[config.mk]
export PLATFORM = sky130hd
export DESIGN_NAME = game_ctrl
export DESIGN_NICKNAME = d
export VERILOG_FILES = /design/src/rtl/superfrog_pkg.sv /design/src/rtl/game_ctrl_frame_timer.sv /design/src/rtl/game_ctrl.sv
export SDC_FILE = /design/constraint.sdc
export NUM_CORES = 1
export LEC_CHECK = 0
export CAP_MARGIN = 15
export CORE_ASPECT_RATIO = 1.75
export CORE_MARGIN = 10
export CORE_UTILIZATION = 50
export DETAILED_ROUTE_END_ITERATION = 12
export GPL_TIMING_DRIVEN = 1
export MAX_ROUTING_LAYER = met4
export PLACE_DENSITY = 0.75
export REMOVE_ABC_BUFFERS = 1
export SLEW_MARGIN = 25
export SYNTH_ARGS = -nofsm -noshare
export SYNTH_HDL_FRONTEND = slang
export SYNTH_HIERARCHICAL = 1
export SYNTH_SLANG_ARGS = --single-unit
export TNS_END_PERCENT = 50
[constraint.sdc]
create_clock -name clk_pix -period 3.3 [get_ports clk_pix]
set_clock_uncertainty 0.1 [all_clocks]
set_input_delay 0.66 -clock clk_pix [delete_from_list [all_inputs] [get_ports clk_pix]]
set_output_delay 0.66 -clock clk_pix [all_outputs]
set_load 0.03 [all_outputs]
[src/rtl/superfrog_pkg.sv]
// Shared types and widths for the SuperFrog game sequencer.
package superfrog_pkg;

  localparam int SCOREW = 14;
  localparam int LIVESW = 3;
  localparam int TIMERW = 8;

  typedef enum logic [2:0] {
    ATTRACT  = 3'd0,
    READY    = 3'd1,
    PLAY     = 3'd2,
    DYING    = 3'd3,
    GAMEOVER = 3'd4
  } game_state_t;

  // Clamp a one-bit-wider score sum to the display limit.
  function automatic logic [SCOREW-1:0] sat_score(input logic [SCOREW:0] sum,
                                                  input logic [SCOREW:0] limit);
    return (sum > limit) ? limit[SCOREW-1:0] : sum[SCOREW-1:0];
  endfunction

endpackage

[src/rtl/game_ctrl_frame_timer.sv]
// Frame-pulse down-counter: load N, expire pulses on the Nth frame pulse after the load.
module frame_timer
  import superfrog_pkg::*;
(
  input  logic              clk_pix,
  input  logic              rst_pix_n,
  input  logic              load,
  input  logic [TIMERW-1:0] value,
  input  logic              frame,
  output logic              expire
);

  logic [TIMERW-1:0] cnt;

  // NOTE: sequential state uses non-blocking assignments so every register
  // samples pre-edge values regardless of process ordering.
  always_ff @(posedge clk_pix) begin
    if (!rst_pix_n) begin
      cnt <= '0;
    end else if (load) begin
      // A frame pulse in the load cycle is deliberately swallowed here.
      cnt <= value;
    end else if (frame && (cnt != '0)) begin
      cnt <= cnt - 1'b1;
    end
  end

  // Not gated by load: the load itself is decoded from expire by the FSM.
  assign expire = frame && (cnt == TIMERW'(1));

endmodule

[src/rtl/game_ctrl.sv]
// SuperFrog game sequencer: FSM, lives/score/hiscore tracking and sprite control decode.
module game_ctrl
  import superfrog_pkg::*;
#(
  parameter int LIVES        = 3,
  parameter int READY_FRAMES = 60,
  parameter int DEATH_FRAMES = 90,
  parameter int GO_FRAMES    = 180,
  parameter int SCORE_DIV    = 10,
  parameter int BONUS        = 5,
  parameter int SCORE_MAX    = 9999
) (
  input  logic              clk_pix,
  input  logic              rst_pix_n,
  input  logic              frame,
  input  logic              start,
  input  logic              hit,
  input  logic              dodge,
  output game_state_t       state,
  output logic              run_en,
  output logic              obj_rst,
  output logic              frog_vis,
  output logic              frog_dead,
  output logic [LIVESW-1:0] lives,
  output logic [SCOREW-1:0] score,
  output logic [SCOREW-1:0] hiscore
);

  localparam logic [LIVESW-1:0] LIVES_INIT = LIVESW'(LIVES);
  localparam logic [TIMERW-1:0] T_READY    = TIMERW'(READY_FRAMES);
  localparam logic [TIMERW-1:0] T_DEATH    = TIMERW'(DEATH_FRAMES);
  localparam logic [TIMERW-1:0] T_GO       = TIMERW'(GO_FRAMES);
  localparam logic [SCOREW:0]   BONUS_W    = (SCOREW+1)'(BONUS);
  localparam logic [SCOREW:0]   MAX_W      = (SCOREW+1)'(SCORE_MAX);
  localparam logic [7:0]        DIV_LAST   = 8'(SCORE_DIV - 1);

  game_state_t       state_nxt;
  logic              tmr_load;
  logic [TIMERW-1:0] tmr_value;
  logic              tmr_expire;
  logic              new_game;
  logic              lose_life;
  logic              end_game;
  logic [7:0]        div_cnt;
  logic [7:0]        frame_cnt;
  logic              score_tick;
  logic [SCOREW:0]   score_sum;
  logic [SCOREW-1:0] score_nxt;

  frame_timer u_timer (
    .clk_pix   (clk_pix),
    .rst_pix_n (rst_pix_n),
    .load      (tmr_load),
    .value     (tmr_value),
    .frame     (frame),
    .expire    (tmr_expire)
  );

  always_ff @(posedge clk_pix) begin
    if (!rst_pix_n) state <= ATTRACT;
    else            state <= state_nxt;
  end

  // NOTE: every always_comb output gets a default first, so no path can
  // leave it unassigned and infer a latch.
  always_comb begin
    state_nxt = state;
    new_game  = 1'b0;
    lose_life = 1'b0;
    end_game  = 1'b0;
    tmr_load  = 1'b0;
    tmr_value = '0;
    case (state)
      ATTRACT: if (start) begin
        state_nxt = READY;
        new_game  = 1'b1;
      end
      READY: if (tmr_expire) state_nxt = PLAY;
      PLAY: if (hit) begin
        state_nxt = DYING;
        lose_life = 1'b1;
      end
      DYING: if (tmr_expire) begin
        if (lives == '0) begin
          state_nxt = GAMEOVER;
          end_game  = 1'b1;
        end else begin
          state_nxt = READY;
        end
      end
      GAMEOVER: begin
        // start takes priority over the auto-return to ATTRACT.
        if (start) begin
          state_nxt = READY;
          new_game  = 1'b1;
        end else if (tmr_expire) begin
          state_nxt = ATTRACT;
        end
      end
      default: state_nxt = ATTRACT;
    endcase

    if (state_nxt != state) begin
      case (state_nxt)
        READY:    begin tmr_load = 1'b1; tmr_value = T_READY; end
        DYING:    begin tmr_load = 1'b1; tmr_value = T_DEATH; end
        GAMEOVER: begin tmr_load = 1'b1; tmr_value = T_GO;    end
        default:  ;
      endcase
    end
  end

  always_comb begin
    run_en    = 1'b1;
    frog_vis  = 1'b0;
    frog_dead = 1'b0;
    case (state)
      READY: begin
        run_en   = 1'b0;
        frog_vis = frame_cnt[3];
      end
      PLAY:     frog_vis = 1'b1;
      DYING: begin
        frog_vis  = 1'b1;
        frog_dead = 1'b1;
      end
      GAMEOVER: run_en = 1'b0;
      default:  ;
    endcase
  end

  // Frame tick and dodge bonus are summed first, then saturated once.
  assign score_tick = frame && (div_cnt == DIV_LAST);
  assign score_sum  = {1'b0, score} + (SCOREW+1)'(score_tick)
                    + (dodge ? BONUS_W : '0);
  assign score_nxt  = sat_score(score_sum, MAX_W);

  always_ff @(posedge clk_pix) begin
    if (!rst_pix_n) begin
      lives     <= LIVES_INIT;
      score     <= '0;
      hiscore   <= '0;
      div_cnt   <= '0;
      frame_cnt <= '0;
      obj_rst   <= 1'b0;
    end else begin
      obj_rst <= (state_nxt == READY) && (state != READY);
      if (frame) frame_cnt <= frame_cnt + 1'b1;

      if (new_game) begin
        score   <= '0;
        lives   <= LIVES_INIT;
        div_cnt <= '0;
      end else if (lose_life) begin
        lives   <= (lives != '0) ? lives - 1'b1 : lives;
        div_cnt <= '0;
      end else if (state == PLAY) begin
        score <= score_nxt;
        if (frame) div_cnt <= score_tick ? 8'd0 : div_cnt + 1'b1;
      end

      if (end_game && (score > hiscore)) hiscore <= score;
    end
  end

endmodule

Yosys cells after proc, flatten, opt, wreduce, memory -nomap -nowiden --
Cells that the tools add are included.
Word-level totals: register bits 59, input bits 6, logic and storage cells 75
Operators by class: $add $sub $neg 6, magnitude comparators 2, equality and inequality tests 11, muxes and demuxes 27, bitwise logic cells 2, reduce and logical (&&, ||, !) cells 19
Operator list (number):
- two-way mux 8 bit | 4
- two-way mux 3 bit | 8
- one-hot mux 8 bit (3 select lines) | 1
- adder 8 x 1 -> 8 bit, second input constant | 2
- adder 14 x 1 -> 15 bit | 1
- adder 15 x 3 -> 15 bit | 1
- > comparator 15 x 14 -> 1 bit, second input constant | 1
- one-hot mux 3 bit (5 select lines) | 1
- > comparator 14 bit | 1
- two-way mux 14 bit | 1
- two-way mux 1 bit | 11
- equality test 3 x 2 -> 1 bit, second input constant | 3
- equality test 8 x 1 -> 1 bit, second input constant | 1
- equality test 8 x 4 -> 1 bit, second input constant | 1
- nonzero test 8 bit | 1
- OR reduction 2 bit | 4
- subtractor 8 x 1 -> 8 bit, second input constant | 1
- equality test 3 x 1 -> 1 bit, second input constant | 2
- equality test 3 bit, second input constant | 2
- logical NOT 3 bit | 2
- AND reduction 2 bit | 3
- OR reduction 3 bit | 2
- logical AND 1 bit | 5
- != test 3 x 1 -> 1 bit, second input constant | 1
- other kinds (6) | 7

Longest topological paths before layout --
depth after elaboration 10, gate-level depth with buffers 14, depth with buffers taken out 14

Cells and area by module --
The synthesis kept the hierarchy.
By module, submodules not included:
- game_ctrl | times used 1, cells an instance 348, area each 2846.5 sq um, seq. area each 940.9 sq um
- frame_timer | times used 1, cells an instance 65, area each 526.8 sq um, seq. area each 160.2 sq um

Worst setup path after synthesis --
Ideal clock, no wire load.
kind input to register, start input port frame, end register score[11], library setup time 122 ps, arrival 3128 ps, data required time 3078 ps, setup slack -51 ps, stages on the path 13, path buffers 1, cell sequence clkbuf_1 > nor4bb_1 > nand2_1 > fa_1 > inv_1 > ha_1 > a21o_1 > nand3_2 > and4_1 > nor3_2 > nand2_2 > o21ai_2 > nor2_1
On the way: longest elaborated chain between the ends 5
RTL lines:
- from (decl) | RTL line game_ctrl.sv:15 | input logic frame,
- logical AND 1 bit * | RTL line game_ctrl.sv:133 | assign score_tick = frame && (div_cnt == DIV_LAST);
- adder 14 x 1 -> 15 bit * | RTL line game_ctrl.sv:134 | assign score_sum = {1'b0, score} + (SCOREW+1)'(score_tick)
- adder 15 x 3 -> 15 bit * | RTL line game_ctrl.sv:135 | + (dodge ? BONUS_W : '0);
- > comparator 15 x 14 -> 1 bit | RTL line superfrog_pkg.sv:19 | return (sum > limit) ? limit[SCOREW-1:0] : sum[SCOREW-1:0];
- two-way mux 14 bit * | RTL line superfrog_pkg.sv:19
- to (signal assigned) | RTL line game_ctrl.sv:158 | score <= score_nxt;
- to (decl) | RTL line game_ctrl.sv:25 | output logic [SCOREW-1:0] score,
Mark *: on every way between the ends. The rest lies on a longest branch, timed or not. A chain may end at the register's enable or synchronous reset.

Worst setup path in the final report --
start register div_cnt[1], end register score[11]
On the way: longest elaborated chain between the ends 6
RTL lines:
- from (decl) | RTL line game_ctrl.sv:44 | logic [7:0] div_cnt;
- from (signal assigned) | RTL line game_ctrl.sv:159 | if (frame) div_cnt <= score_tick ? 8'd0 : div_cnt + 1'b1;
- equality test 8 x 4 -> 1 bit * | RTL line game_ctrl.sv:133
- logical AND 1 bit * | RTL line game_ctrl.sv:133
- adder 14 x 1 -> 15 bit * | RTL line game_ctrl.sv:134
- adder 15 x 3 -> 15 bit * | RTL line game_ctrl.sv:135
- > comparator 15 x 14 -> 1 bit | RTL line superfrog_pkg.sv:19
- two-way mux 14 bit * | RTL line superfrog_pkg.sv:19
Marked as above.

==> results_dict.tcl <==
set metrics [dict create \
    avgViaCountPerCell 5.68 \
    required_ps 3390 \
    reg2reg_slack_ps 250 \
    grt_pass1_vias 3143 \
    place_congestion 0.881 \
    yosysSeqAreaShare 0.326 \
    synth_edf_count 0 \
    maxCapViolCount 0 \
    rsz0062_at_grt "false" \
    drive_gt1_frac 0.111 \
    numCtsBuffers 5 \
    fmax_mhz 328 \
    place_area_um2 4000 \
    setup_slack_ps 248 \
    p_leak_nw 1.64 \
    grtUsageTotal 0.179 \
    synth_most_common_cell "nand2_1" \
    yosys_warnings 6 \
    core_um2 6540 \
    vdd_ir_drop_max_mv 0.278 \
    area_growth_pct 25.8 \
    yosysTopAreaCell "dfxtp_1" \
    hold_viol 0 \
    arrival_ps 3140 \
    maxSlewHeadroom 0.644 \
    synth_seq_cells 55 \
    fin_crit_ps 3050 \
    yosysUniqueCellTypes 62 \
    floorplan.die_area_um2 10600 \
    dr_total_vias 3138 \
    hold_start "hiscore[12]$_SDFFE_PN0P_" \
    hold_class "reg2reg" \
    endpoint "score[11]$_SDFFE_PP0P_" \
    tightest_slew_ps 533 \
    r2r_end "score[11]$_SDFFE_PP0P_" \
    setup-violations-final 0 \
    design_area_um2 4240 \
    grt_remaining_overflow 0 \
    synth_area_um2 3370 \
    ys.flop_type "dfxtp_1" \
    yosys-top-cells-count "60 x nand2_1, 55 x dfxtp_1, 36 x nor2_1" \
    place_ws_ps -433 \
    r2r_start "div_cnt[1]$_SDFFE_PP0P_" \
    startpoint "div_cnt[1]$_SDFFE_PP0P_" \
    dr.pass1.iters 4 \
    synthArstFlopShare 0 \
    status "completed" \
    die_w_um 82.1 \
    worstSetupStartpointType "flop" \
    finalNonFillerCells 552 \
    wirelength_mm 8.85 \
    slew_viol_final 0 \
    htreeDepth 2 \
    port_buffers 43 \
    critical_path_class "reg2reg" \
    ant_nets 0 \
    nets 501 \
    dieHeight_um 129 \
    io-pin-count 44 \
    clkLatencyLatePin_ps 300 \
    grt_max_degree 47 \
    final_core_util 0.649 \
    root_buffer "clkbuf_16" \
    place_inst 544 \
    initial_core_util 0.516 \
    fin_tns_setup_ps 0 \
    power_density_nw_per_um2 372 \
    antenna_found_initial 0 \
    antenna_cells 0 \
    syn_inst 413 \
    power_mw 1.58 \
    avgSynthCellArea_um2 8.17 \
    cts_sinks 55 \
    dp_hpwl_mm 6.73 \
    cts.path.max_buffers 2 \
    endpoint_kind "flop" \
    hold_ws_ps 374 \
    r2r_cells 14 \
    yosysTopAreaCellShare 0.326 \
    clk_pin_slew_ps 70 \
    dr.first_iter.drc_count 108 \
    cts_tree "done" \
    path_max_fanout 8 \
    drc 0 \
    grt_pass1_wl_mm 14.5 \
    post-route-period-util 0.925 \
    ys_top_cells_by_area "dfxtp_1 33%, ha_1 8.9%, nand2_1 6.7%" \
    rows 39 \
    wl_per_cell_um 16.0 \
]
-- layout make-up --
class,instances,area [um^2]
Clock buffer,6,129
Clock inverter,1,30.0
Fill cell,587,2300
Inverter,31,116
Multi-Input combinational cell,309,2140
Sequential cell,55,1100
Tap cell,82,103
Timing Repair Buffer,68,624
-- how the worst min path moves through the flow --
stage                                     to  slack, ps  cells past startpoint
global placement     hiscore[9]$_SDFFE_PN0P_        360                      2
finish              hiscore[12]$_SDFFE_PN0P_        370                      2
floorplan            div_cnt[7]$_SDFFE_PP0P_        380                      2
global route         hiscore[8]$_SDFFE_PN0P_        390                      2
CTS                  hiscore[8]$_SDFFE_PN0P_        370                      2
detailed placement   hiscore[8]$_SDFFE_PN0P_        360                      2
-- layer usage --
layer | track usage | up-vias | share of wire
met4 | 0.0986 | 0 | 0.041
li1 | - | 1543 | -
met3 | 0.0307 | 28 | 0.031
met5 | - | - | 0
met1 | 0.185 | 1493 | 0.39
met2 | 0.308 | 74 | 0.54
-- state kept, by name, summed over array words and instances, names as in the netlist --
signal       flops
obj_rst          1
hiscore         14
lives            3
state            3
frame_cnt        4
u_timer/cnt      8
score           14
div_cnt          8
-- kinds of logic after synthesis --
| group | after synthesis | synth area share |
|---|---|---|
| compound gates | 75 | 0.152 |
| xor+xnor | 22 | 0.0571 |
| fa+ha+maj | 25 | 0.0950 |
| buf+inv | 49 | 0.0605 |
| flops | 55 | 0.326 |
| mux | 16 | 0.0475 |
| other cells | 1 | 0.00111 |
| simple gates | 170 | 0.260 |
-- power breakdown --
group          internal, mW  switching [mW]  total, mW
logic                 0.112           0.149      0.261
clock network         0.355           0.240      0.594
registers             0.690          0.0328      0.723
-- layout by cell type, fill, tap and decap left out, types with 6 or more instances in the layout --
master	instances
a21oi_1	20
and2_1	6
buf_4	24
clkdlybuf4s50_1	42
dfxtp_1	55
ha_1	24
inv_1	31
mux2i_1	16
nand2_1	59
nand3_1	9
nand4_1	12
nor2_1	36
nor2b_1	7
nor3_1	8
o21ai_0	13
xnor2_1	9
xor2_1	13
-- worst max-delay path, cell delays in order, from the launching register on --
cell,delay [ps]
dfxtp_1,310
inv_1,50
ha_1,140
nor4b_2,200
buf_4,160
nand2_2,70
fa_2,400
buf_4,140
nand3b_4,180
a2111oi_4,450
nor2_1,110
nor3_2,200
nand2_2,150
o21ai_4,230
nor2_1,60
-- repair_timing --
item | in CTS | in global routing
gates resized for setup | 4 | 11
pin swaps | 4 | 14
hold buffers | 0 | 0
buffers inserted | 0 | 1
endpoints found under the hold margin | 0 | 0
endpoints found under the setup margin | 13 | 13
No activity file was read; power rests on OpenSTA's default activity.
